`src/rtl/ipv4_encap.sv`:
```
// ipv4_encap: prepends a 20-byte IPv4 header (no options, DF set) to a 64-bit payload stream.
// The header is 20 bytes, so payload is shifted by 4 bytes through a 32-bit residue register.
module ipv4_encap #(
  parameter int         inwidth = 64,
  parameter logic [7:0] TTL     = 8'd64,
  parameter logic [7:0] TOS     = 8'd0
) (
  input  logic               clk,
  input  logic               rst_n,
  input  logic [inwidth-1:0] din,
  input  logic [7:0]         tkeep,
  input  logic               tvalid,
  input  logic               tlast,
  output logic               tready,
  input  logic [31:0]        src_ip,
  input  logic [31:0]        dst_ip,
  input  logic [7:0]         protocol,
  input  logic [15:0]        payload_len,
  output logic [inwidth-1:0] out,
  output logic [7:0]         out_keep,
  output logic               outvalid,
  input  logic               out_ready,
  output logic               tlast_out,
  output logic               parsing
);
  // state | meaning
  // IDLE  | waiting for a packet; sideband captured on tvalid
  // CSUM  | header checksum registered
  // HDR0  | emit header bytes 0-7
  // HDR1  | emit header bytes 8-15
  // HDR2  | emit dst_ip + first 4 payload bytes
  // BODY  | emit residue + next 4 payload bytes
  // TAIL  | emit leftover residue bytes
  typedef enum logic [2:0] {IDLE, CSUM, HDR0, HDR1, HDR2, BODY, TAIL} state_t;

  state_t      state_q, state_d;
  logic [31:0] src_q, src_d, dst_q, dst_d, residue_q, residue_d;
  logic [7:0]  proto_q, proto_d, tail_keep_q, tail_keep_d, keep_q, keep_d;
  logic [15:0] len_q, len_d, csum_q, csum_d, id_q, id_d;
  logic [63:0] out_q, out_d;
  logic        ovalid_q, ovalid_d, tlast_q, tlast_d;
  logic        adv;
  logic [19:0] sum;
  logic [16:0] fold1;
  logic [15:0] fold2;

  assign adv       = !ovalid_q || out_ready;
  assign tready    = ((state_q == HDR2) || (state_q == BODY)) && adv;
  assign parsing   = (state_q != IDLE);
  assign out       = out_q;
  assign out_keep  = keep_q;
  assign outvalid  = ovalid_q;
  assign tlast_out = tlast_q;

  assign sum = 20'({8'h45, TOS}) + 20'(len_q) + 20'(id_q) + 20'h04000
             + 20'({TTL, proto_q}) + 20'(src_q[31:16]) + 20'(src_q[15:0])
             + 20'(dst_q[31:16]) + 20'(dst_q[15:0]);
  assign fold1 = 17'(sum[15:0]) + 17'(sum[19:16]);
  assign fold2 = fold1[15:0] + 16'(fold1[16]);

  always_comb begin
    state_d     = state_q;
    src_d       = src_q;
    dst_d       = dst_q;
    proto_d     = proto_q;
    len_d       = len_q;
    csum_d      = csum_q;
    residue_d   = residue_q;
    tail_keep_d = tail_keep_q;
    out_d       = out_q;
    keep_d      = keep_q;
    tlast_d     = tlast_q;
    ovalid_d    = ovalid_q && !out_ready;
    id_d        = id_q + 16'(ovalid_q && out_ready && tlast_q);
    case (state_q)
      IDLE: begin
        // wait for the previous tlast handshake so the id counter has already advanced
        if (tvalid && !ovalid_q) begin
          src_d   = src_ip;
          dst_d   = dst_ip;
          proto_d = protocol;
          len_d   = payload_len + 16'd20;
          state_d = CSUM;
        end
      end
      CSUM: begin
        csum_d  = ~fold2;
        state_d = HDR0;
      end
      HDR0: if (adv) begin
        out_d    = {8'h45, TOS, len_q, id_q, 16'h4000};
        keep_d   = 8'hFF;
        tlast_d  = 1'b0;
        ovalid_d = 1'b1;
        state_d  = HDR1;
      end
      HDR1: if (adv) begin
        out_d    = {TTL, proto_q, csum_q, src_q};
        keep_d   = 8'hFF;
        tlast_d  = 1'b0;
        ovalid_d = 1'b1;
        state_d  = HDR2;
      end
      HDR2, BODY: if (tvalid && adv) begin
        out_d     = {((state_q == HDR2) ? dst_q : residue_q), din[63:32]};
        residue_d = din[31:0];
        ovalid_d  = 1'b1;
        keep_d    = 8'hFF;
        tlast_d   = 1'b0;
        state_d   = BODY;
        if (tlast) begin
          // tkeep is contiguous from the MSB, so tkeep[3] set means more than 4 bytes
          if (tkeep[3]) begin
            tail_keep_d = {tkeep[3:0], 4'h0};
            state_d     = TAIL;
          end else begin
            keep_d  = {4'hF, tkeep[7:4]};
            tlast_d = 1'b1;
            state_d = IDLE;
          end
        end
      end
      TAIL: if (adv) begin
        out_d    = {residue_q, 32'h0};
        keep_d   = tail_keep_q;
        tlast_d  = 1'b1;
        ovalid_d = 1'b1;
        state_d  = IDLE;
      end
      default: state_d = IDLE;
    endcase
  end

  always_ff @(posedge clk or negedge rst_n) begin
    if (!rst_n) begin
      state_q     <= IDLE;
      src_q       <= '0;
      dst_q       <= '0;
      proto_q     <= '0;
      len_q       <= '0;
      csum_q      <= '0;
      residue_q   <= '0;
      tail_keep_q <= '0;
      out_q       <= '0;
      keep_q      <= '0;
      tlast_q     <= 1'b0;
      ovalid_q    <= 1'b0;
      id_q        <= '0;
    end else begin
      state_q     <= state_d;
      src_q       <= src_d;
      dst_q       <= dst_d;
      proto_q     <= proto_d;
      len_q       <= len_d;
      csum_q      <= csum_d;
      residue_q   <= residue_d;
      tail_keep_q <= tail_keep_d;
      out_q       <= out_d;
      keep_q      <= keep_d;
      tlast_q     <= tlast_d;
      ovalid_q    <= ovalid_d;
      id_q        <= id_d;
    end
  end
endmodule

```
`config.mk`:
```
export PLATFORM = sky130hd
export DESIGN_NAME = ipv4_encap
export DESIGN_NICKNAME = d
export VERILOG_FILES = /design/src/rtl/ipv4_encap.sv
export SDC_FILE = /design/constraint.sdc
export NUM_CORES = 1
export LEC_CHECK = 0
export ABC_AREA = 0
export BUFFER_PORTS_ARGS = -buffer_cell sky130_fd_sc_hd__buf_2
export CAP_MARGIN = 40
export CORE_MARGIN = 3
export CORE_UTILIZATION = 26
export CTS_CLUSTER_SIZE = 25
export DETAILED_ROUTE_END_ITERATION = 8
export PLACE_DENSITY_LB_ADDON = 0.1
export SLEW_MARGIN = 30
export SYNTH_ARGS = -nofsm -noshare
export SYNTH_HDL_FRONTEND = slang
export SYNTH_SLANG_ARGS = --single-unit
```
`constraint.sdc`:
```
create_clock -name clk -period 8.75 [get_ports clk]
set_clock_uncertainty 0.15 [all_clocks]
set_input_delay 0.875 -clock clk [delete_from_list [all_inputs] [get_ports clk]]
set_output_delay 0.875 -clock clk [all_outputs]
set_load 0.005 [all_outputs]
```
Word level (Yosys, flattened, before mapping) --
Index checks and enable logic that the tools add are counted.
Operators by class: bitwise logic cells 1, reductions and logical operators 23, equal/unequal tests 12, mux-type cells 29, add/subtract/negate cells 12
Operator list (number):
- $mux W64 | 4
- $pmux W64 S4 | 1
- $add A20 B16 Y20 | 4
- $add A16 B1 Y16 | 2
- $mux W32 | 1
- $mux W8 | 3
- $pmux W8 S3 | 1
- $mux W3 | 7
- $add A19 B15 Y20 | 1
- $add A18 B15 Y19 const B | 1
- $add A17 B16 Y18 | 1
- $pmux W3 S6 | 1
- $add A15 B16 Y17 const A | 1
- $add A16 B4 Y17 | 1
- $add A16 B5 Y16 const B | 1
- $not A16 Y16 | 1
- $ne A2 B2 Y1 const B | 5
- $reduce_and A5 Y1 | 2
- $eq A3 B3 Y1 const B | 3
- $mux W4 | 2
- $reduce_and A4 Y1 | 2
- $mux W1 | 7
- $eq A3 B2 Y1 const B | 2
- $logic_and A1 B1 Y1 | 6
- 12 further kinds | 17
Storage, ports and cells: word-level logic and storage cells 90, bits in registers 233, bits of input ports 165

Longest topological paths before layout --
Gate-level depths: netlist of the first run.
depth in word-level cells 11, gate-level depth with buffers 36, mapped depth without buffers 35

Least setup slack after synthesis of the first run --
No wires, ideal clock.
path kind flip-flop to flip-flop, start point register src_q[3], end point register csum_q[15], arrival 8.297 ns, stages on the path, launching flop included 34, path buffers 0, setup slack 0.235 ns, cells stage by stage dfrtp_1 -> inv_1 -> fa_1 -> inv_1 -> fa_1 -> fa_1 -> inv_1 -> fa_1 -> inv_1 -> ha_1 -> nor2b_4 -> o2111a_2 -> o211a_1 -> o41ai_1 -> a21bo_2 -> a21boi_0 -> o21ai_0 -> nand2b_1 -> xnor2_1 -> fa_1 -> nor2b_1 -> o21ai_1 -> nor4b_1 -> nand4_1 -> or3_2 -> nor3_1 -> ha_1 -> nor2b_1 -> nand2_1 -> or3b_2 -> a21oi_2 -> o221ai_2 -> or3_1 -> nand3_1
Between the ends: longest elaborated chain between the ends 6
Ends and longest elaborated chain:
- start: declaration | RTL line 37 | logic [31:0] src_q, src_d, dst_q, dst_d, residue_q, residue_d;
- start signal: assignment | RTL line 151 | src_q <= src_d;
- $add A20 B16 Y20 | RTL line 56 | + 20'({TTL, proto_q}) + 20'(src_q[31:16]) + 20'(src_q[15:0])
- $add A20 B16 Y20 (2 in a row) | RTL line 57 | + 20'(dst_q[31:16]) + 20'(dst_q[15:0]);
- $add A16 B4 Y17 | RTL line 58 | assign fold1 = 17'(sum[15:0]) + 17'(sum[19:16]);
- $add A16 B1 Y16 | RTL line 59 | assign fold2 = fold1[15:0] + 16'(fold1[16]);
- $not A16 Y16 | RTL line 87 | csum_d = ~fold2;
- end signal: assignment | RTL line 155 | csum_q <= csum_d;
- end: declaration | RTL line 39 | logic [15:0] len_q, len_d, csum_q, csum_d, id_q, id_d;
Every way passes these cells. A chain may end at the register's enable or synchronous reset.

Worst setup path after layout of the first run --
start point register src_q[2], end point register csum_q[15]
Same word-level chain as after synthesis.

==> reports/metrics.cfg, run 1 <==
[timing]
fin_ws_ps=498
worstMarginPinSlew_ps=779
max_slew_margin_pct=48.1
fin_crit_ps=8250
setup_viol=0
post-route-period-util_pct=94.3
fmax_mhz=121
hold_violations=0
finalMaxSlewViolations=0

[cells_and_area]
antennaDiodeCount=0
fin_nets=1884
final_cell_mix=buf_2, dfrtp_1, inv_1
instances_no_fill=2321
drive_gt1_share_pct=30.3
final_common_cell=buf_2
syn2layout_area_growth_pct=24.0

[route]
drt_iter0_markers=687
drtAntennaViolNets=0
vias_per_cell=4.77
drc=0
wl_per_cell_um=22.7
routed_wirelength_um=52800
dr.pass1.iters=5
vias=11080

[floorplan]
rows=84
die_area_um2=57000
start_util_pct=26.5
core_um2=53100
die_h_um=239
die_w_um=239
ios=241

[synthesis]
synth_top_area_share_pct=41.4
synth_top_area_cell=dfrtp_1
synth_area_um2=14100
synth_warnings=0
async_flop_share_pct=100
synth_edf_count=0
avgSynthCellArea_um2=10.4
synth_nets=1625
synthFlopType=dfrtp_1
synth_cell_types=81
synthCells=1352
ys_seq_elements=233
netlist_top_cells_area=dfrtp_1, fa_1, mux2_2, inv_1, o21ai_0
seq_area_frac_synth_pct=41.4

[flow_run]
cap_violations=0

[critical_path]
crit_start=src_q[2]
endpoint_kind=flop
rr_endpoint=csum_q[15]
slowest_delay_ps=600
r2r-start=src_q[2]
cp_max_fo=5
cp_slowest_cell=fa_1
worstSetupPathType=reg2reg
cpMostUsedCell=fa_1
cp.arrival_ps=8620
crit_path_start_kind=flop
crit_end=csum_q[15]
reg2reg_depth=33
required_ps=9120
regToRegSetupSlack_ps=500

[grt]
first_global_vias=11450
antenna_found_initial=0
gr-total-overflow=0
grt_first_pass_wirelength_um=78000
grt_util_all_layers_pct=18.4
grt_max_degree=87

[place]
place_ws_ps=-64.2
hpwl_um=41200
gp_congestion=0.822
dp.cells=2266
io_buffers=240

[clocking]
cts_max_path_buffers=3
cts_buffers=29
cts_root_buf=clkbuf_16
clock_sinks=233
clkLatencyLatePin_ps=580
path_clk_slew_ps=60
htree_levels=1
hold_buffers=0
tritoncts=yes

[outcome]
status=completed

[min_path]
hold_path_class=in2async

-- routing by layer --
| metal | track usage (%) | share of wire [%] |
|---|---|---|
| met5 | 0 | 0 |
| met4 | 4.84 | 2.7 |
| met3 | 2.95 | 4.2 |
| met2 | 30.5 | 48 |
| met1 | 25.2 | 45 |
-- through the flow --
stage | hold slack, ps | utilization (%) | setup TNS, ps | cell area, um2
2_1_floorplan | 279 | - | 0 | 14100
3_3_place_gp | 301 | 30.7 | 0 | 16300
3_5_place_dp | 303 | 30.8 | -85.4 | 16300
4_1_cts | 203 | 32.7 | 0 | 17400
5_1_grt | 223 | 32.9 | -138 | 17500
6_report | 196 | 32.9 | 0 | 17500
-- Yosys cell counts, drive strengths merged (5+ instances only) --
cell type,number
inv,157
o21ai,102
mux2i,36
and2,6
clkbuf,54
or3,7
fa,71
dfrtp,233
nor4,5
and3,11
nor3,12
xor2,16
mux2,111
a21oi,24
a21o,12
nand2,130
nor2b,11
a31oi,5
nor2,84
nand4,7
nand3,23
ha,37
o2111ai,5
a221oi,35
nand2b,11
a22o,23
a222oi,16
buf,13
xnor2,40
-- area by class of cell --
type	count	area, um2
clock buffer	43	858
fill	5494	35600
tap	688	861
multi-input combinational	895	7490
clock inverter	10	165
sequential	233	5830
inverter	157	589
timing repair buffer	295	1670
-- worst min-delay path by stage --
stage	startpoint	to	slack (ps)	cells after the start
final	rst_n	csum_q[5]	200	1
after detailed placement	out_keep[5]	out_keep[5]	300	2
after global routing	rst_n	csum_q[5]	220	1
after floorplan	tail_keep_q[7]	tail_keep_q[7]	280	1
after CTS	rst_n	csum_q[5]	200	1
after global placement	tail_keep_q[7]	tail_keep_q[7]	300	1
-- state kept, by name, summed over array words and instances, names as in the netlist, 16 cells and up --
| register | flops |
|---|---|
| len_q | 16 |
| dst_q | 32 |
| csum_q | 16 |
| out | 64 |
| id_q | 16 |
| residue_q | 32 |
| src_q | 32 |
-- cells by family after synthesis --
kind of cell | Yosys count | synth area share [%]
simple gates | 327 | 11.2
compound gates | 257 | 13.0
flops | 233 | 41.4
buf+inv | 224 | 6.10
mux | 147 | 11.4
fa+ha+maj | 108 | 13.4
xor+xnor | 56 | 3.48
-- worst max-delay path, delay by kind of cell (launching register included) --
family	cells	cell delay [ps]
AO/OA/AOI/OAI	9	1540
flip-flops	1	380
adder cells (fa/ha/maj)	8	3150
XOR/XNOR	1	150
buffers and inverters	3	190
AND/OR/NAND/NOR	12	2640
-- what timing repair did --
action,4_1_cts,5_1_grt
gates resized for setup,2,14
endpoints found under the setup margin,5,11
buffers inserted,0,1
endpoints found under the hold margin,0,0
pin swaps,0,4
Power of run 1 is left out: the tool's default activity adds up to more than one toggle a clock period on the data nets, which glitch-free logic cannot reach.
==> inputs of run 2 (changes only) <==
--- a/config.mk
+++ b/config.mk
@@ -12,7 +12,6 @@
 export CORE_UTILIZATION = 26
 export CTS_CLUSTER_SIZE = 25
 export DETAILED_ROUTE_END_ITERATION = 8
-export PLACE_DENSITY_LB_ADDON = 0.1
 export SLEW_MARGIN = 30
 export SYNTH_ARGS = -nofsm -noshare
 export SYNTH_HDL_FRONTEND = slang
==> run 2 against run 1 <==
  * Die area did not move
  * Non-clock buffer count rose by 11
  * Cell count rose by 0.52%
  * Global-route usage fell by 1.4 points
  * Critical path depth did not move
  * Via count rose by 1.9%
  * Utilization rose by 0.22 points
  * Sequential share of layout area fell by 0.22 points
  * Critical path type unchanged
  * Highest routed layer is now met5
==> reports/metrics.cfg, run 2 (same netlist as run 1, synthesis figures left out) <==
[floorplan]
start_util_pct=26.5  ; unchanged
die_h_um=239  ; unchanged
ios=241  ; unchanged
die_area_um2=57000  ; unchanged
die_w_um=239  ; unchanged
core_um2=53100  ; unchanged
rows=84  ; unchanged

[grt]
antenna_found_initial=7  ; was 0
grt_first_pass_wirelength_um=73700  ; was 78000 um
first_global_vias=11503  ; was 11450
grt_max_degree=114  ; was 87
gr-total-overflow=0  ; unchanged
grt_util_all_layers_pct=17.0  ; was 18.4%

[critical_path]
r2r-start=src_q[2]  ; unchanged
reg2reg_depth=33  ; unchanged
cpMostUsedCell=fa_1  ; unchanged
required_ps=9100  ; was 9120 ps
crit_end=csum_q[15]  ; unchanged
crit_start=src_q[2]  ; unchanged
cp_slowest_cell=fa_1  ; unchanged
rr_endpoint=csum_q[15]  ; unchanged
worstSetupPathType=reg2reg  ; unchanged
regToRegSetupSlack_ps=420  ; was 500 ps
crit_path_start_kind=flop  ; unchanged
slowest_delay_ps=550  ; was 600 ps
endpoint_kind=flop  ; unchanged
cp_max_fo=5  ; unchanged
cp.arrival_ps=8690  ; was 8620 ps

[route]
wl_per_cell_um=21.1  ; was 22.7 um
drt_iter0_markers=801  ; was 687
drc=0  ; unchanged
vias_per_cell=4.84  ; was 4.77
vias=11290  ; was 11080
dr.pass1.iters=5  ; unchanged
routed_wirelength_um=49300  ; was 52800 um
drtAntennaViolNets=0  ; unchanged

[timing]
hold_violations=0  ; unchanged
fin_crit_ps=8330  ; was 8250 ps
rsz0062_at_grt=no
post-route-period-util_pct=95.2  ; was 94.3%
max_slew_margin_pct=49.2  ; was 48.1%
fmax_mhz=120  ; was 121 MHz
worstMarginPinSlew_ps=757  ; was 779 ps
setup_viol=0  ; unchanged
finalMaxSlewViolations=0  ; unchanged

[clocking]
htree_levels=1  ; unchanged
cts_max_path_buffers=3  ; unchanged
path_clk_slew_ps=60  ; about the same
tritoncts=yes  ; unchanged
cts_root_buf=clkbuf_16  ; unchanged
cts_buffers=29  ; unchanged
clkLatencyLatePin_ps=580  ; about the same
clock_sinks=233  ; unchanged

[cells_and_area]
fin_nets=1895  ; was 1884
largest_reg_flops=64  ; unchanged
finalInstanceArea_um2=17600  ; was 17500 um2
final_common_cell=buf_2  ; unchanged
final_cell_mix=buf_2, dfrtp_1, inv_1  ; unchanged
drive_gt1_share_pct=30.9  ; was 30.3%
syn2layout_area_growth_pct=24.9  ; was 24.0%
nFillCells=5451  ; was 5494

[place]
io_buffers=240  ; unchanged
hpwl_um=39400  ; was 41200 um
placedInstanceArea_um2=16400  ; was 16300 um2
gp_congestion=0.892  ; was 0.822

[outcome]
status=completed  ; unchanged

[flow_run]
cap_violations=0  ; unchanged

[min_path]
hold_path_class=reg2reg  ; was in2async

==> run 2: layout make-up <==
class | count | area, um2 | area share [%]
multi-input combinational | 895 | 7490 | 42.6
tap | 688 | 861 | 4.90
inverter | 157 | 589 | 3.35
clock buffer | 35 | 778 | 4.43
sequential | 233 | 5830 | 33.2
timing repair buffer | 306 | 1780 | 10.1
clock inverter | 17 | 241 | 1.37
antenna | 2 | 5.00 | 0.0285
==> run 2: how the worst min path moves through the flow <==
stage,cells past startpoint,end,start
2_1_floorplan,1,tail_keep_q[7],tail_keep_q[7]
3_3_place_gp,1,tail_keep_q[7],tail_keep_q[7]
3_5_place_dp,1,tail_keep_q[7],tail_keep_q[7]
4_1_cts,1,csum_q[3],rst_n
5_1_grt,2,out[57],out[57]
6_report,2,out[61],out[61]
==> run 2: repair_timing <==
action                                  in CTS  in global routing
endpoints found under the hold margin        0                 12
setup buffers                                1                  2
endpoints found under the setup margin       4                 10
hold buffers                                 0                  1
resized for setup                            3                 12
pin swaps                                    0                  2
==> run 2: routing by layer <==
layer,track usage [%],share of wire (%),up-vias,wire length [um]
met3,3.52,6.4,91,3160
li1,-,-,5194,-
met1,23.5,45,5657,22100
met5,0,0.13,-,64
met4,5.28,3.3,10,1630
met2,26.8,45,338,22300
==> run 2: worst max-delay path: cells and delay by family, from the launching register on <==
family / cells / cell delay, ps
xor+xnor: 1 / 100
flops: 1 / 370
compound gates: 9 / 1460
fa+ha+maj: 7 / 3220
buf+inv: 4 / 360
simple gates: 12 / 2590
==> run 2: through the flow <==
step / setup TNS, ps / instances / setup slack, ps / hold slack [ps] / utilization, %
CTS: 0 / 2327 / 23.0 / 256 / 32.9
detailed placement: -77.7 / 2274 / -77.7 / 301 / 30.9
global placement: 0 / 2267 / 43.5 / 294 / 30.7
global route: 0 / 2331 / 0.569 / 349 / 33.1
finish: 0 / 2333 / 416 / 316 / 33.1
floorplan: 0 / 1352 / 235 / 279 / -
Power of run 2 is left out for the same reason.
==> inputs of run 3 (changes only) <==
--- a/config.mk
+++ b/config.mk
@@ -12,6 +12,7 @@
 export CORE_UTILIZATION = 26
 export CTS_CLUSTER_SIZE = 25
 export DETAILED_ROUTE_END_ITERATION = 8
+export PLACE_DENSITY = 0.57
 export SLEW_MARGIN = 30
 export SYNTH_ARGS = -nofsm -noshare
 export SYNTH_HDL_FRONTEND = slang
==> run 3 against run 2 <==
  * Fmax increased by 0.54%
  * Critical path depth did not move
  * First-iteration DRC count down 11%
  * Worst setup slack better by 45 ps
  * Cell area shrank 0.34%
  * Hold slack worse by 170 ps
  * Utilization shrank 0.11 points
  * Die area did not move
==> reports/metrics.cfg, run 3 (same netlist as run 1, synthesis figures left out) <==
[outcome]
status=completed  ; unchanged

[route]
vias=11263  ; was 11290
drt_iter0_markers=710  ; was 801
drc=0  ; unchanged
drtAntennaViolNets=0  ; unchanged
dr.pass1.iters=7  ; was 5
routed_wirelength_um=49100  ; was 49300 um
wl_per_cell_um=21.1  ; about the same
vias_per_cell=4.84  ; about the same

[critical_path]
crit_path_start_kind=flop  ; unchanged
worstSetupPathType=reg2reg  ; unchanged
cp.arrival_ps=8650  ; was 8690 ps
endpoint_kind=flop  ; unchanged
reg2reg_depth=33  ; unchanged
r2r-start=src_q[2]  ; unchanged
slowest_delay_ps=550  ; about the same
crit_start=src_q[2]  ; unchanged
cp_max_fo=5  ; unchanged
cpMostUsedCell=fa_1  ; unchanged
required_ps=9110  ; was 9100 ps
cp_slowest_cell=fa_1  ; unchanged

[timing]
max_slew_margin_pct=49.3  ; was 49.2%
setup_viol=0  ; unchanged
post-route-period-util_pct=94.7  ; was 95.2%
fmax_mhz=121  ; was 120 MHz
fin_ws_ps=461  ; was 416 ps
hold_violations=0  ; unchanged
worstMarginPinSlew_ps=760  ; was 757 ps
fin_crit_ps=8290  ; was 8330 ps
setup_tns_ps=0  ; unchanged
finalMaxSlewViolations=0  ; unchanged

[cells_and_area]
antennaDiodeCount=0  ; was 2
largest_reg_flops=64  ; unchanged
final_common_cell=buf_2  ; unchanged
drive_gt1_share_pct=30.9  ; about the same
syn2layout_area_growth_pct=24.4  ; was 24.9%
final_cell_mix=buf_2, dfrtp_1, inv_1  ; unchanged
fin_nets=1890  ; was 1895
nFillCells=5413  ; was 5451

[place]
gp_congestion=0.911  ; was 0.892
hpwl_um=38800  ; was 39400 um
place_ws_ps=-30.6  ; was -77.7 ps
io_buffers=240  ; unchanged

[clocking]
path_clk_slew_ps=70  ; was 60 ps
cts_root_buf=clkbuf_16  ; unchanged
cts_max_path_buffers=3  ; unchanged
clock_sinks=233  ; unchanged
cts_buffers=29  ; unchanged
hold_buffers=0  ; unchanged
htree_levels=1  ; unchanged
clkLatencyLatePin_ps=580  ; about the same
tritoncts=yes  ; unchanged

[grt]
grt_max_degree=156  ; was 114
first_global_vias=11463  ; was 11503
antenna_found_initial=2  ; was 7
grt_util_all_layers_pct=17.0  ; about the same
grt_first_pass_wirelength_um=73600  ; was 73700 um
gr-total-overflow=0  ; unchanged

[floorplan]
core_um2=53100  ; unchanged
start_util_pct=26.5  ; unchanged
die_area_um2=57000  ; unchanged
die_w_um=239  ; unchanged
rows=84  ; unchanged
die_h_um=239  ; unchanged
ios=241  ; unchanged

[min_path]
hold_path_class=in2async  ; was reg2reg

[flow_run]
cap_violations=0  ; unchanged

-- run 3: final timing paths --
path                               end  slack, ps
setup / recovery            csum_q[15]        460
hold / removal                dst_q[9]        150
setup reg to reg            csum_q[15]        460
hold reg to reg            out_keep[6]        320
max in group asynchronous    src_q[25]       6910
min in group clk           out_keep[6]        320
-- run 3: worst max-delay path, delay by kind of cell, from the launching register on --
| family | cells | cell delay [ps] |
|---|---|---|
| XOR/XNOR | 1 | 110 |
| buffers and inverters | 4 | 360 |
| adder cells (fa/ha/maj) | 7 | 3220 |
| AND/OR/NAND/NOR | 12 | 2550 |
| AO/OA/AOI/OAI | 9 | 1410 |
| flip-flops | 1 | 380 |
-- run 3: final cells by class --
cell class	instances	area [um2]	share of cell area [%]
Timing Repair Buffer	301	1760	10.0
Clock inverter	18	194	1.11
Multi-Input combinational cell	895	7490	42.7
Clock buffer	36	802	4.58
Sequential cell	233	5830	33.3
Tap cell	688	861	4.91
Inverter	157	589	3.36
-- run 3: repair_timing --
| item | CTS | global route |
|---|---|---|
| pin swaps | 0 | 4 |
| gates resized for setup | 2 | 14 |
| hold endpoints to repair | 0 | 0 |
| setup endpoints to repair | 4 | 10 |
| buffers inserted | 0 | 1 |
-- run 3: layer usage --
layer	global-route usage [%]	up-vias	part of all wire, %
met3	3.29	63	6.6
met4	4.43	4	2.6
met2	27.5	332	47
met1	23.5	5676	44
met5	0	-	0.055
li1	-	5188	-
-- run 3: metrics by stage --
stage / instance area, um2 / utilization, % / instances / hold WS (ps)
after CTS: 17400 / 32.8 / 2325 / 151
after detailed placement: 16400 / 30.9 / 2271 / 297
after global placement: 16300 / 30.8 / 2265 / 294
final: 17500 / 33.0 / 2328 / 148
after global routing: 17500 / 33.0 / 2328 / 185
after floorplan: 14100 / - / 1352 / 279
Power of run 3 is left out for the same reason.
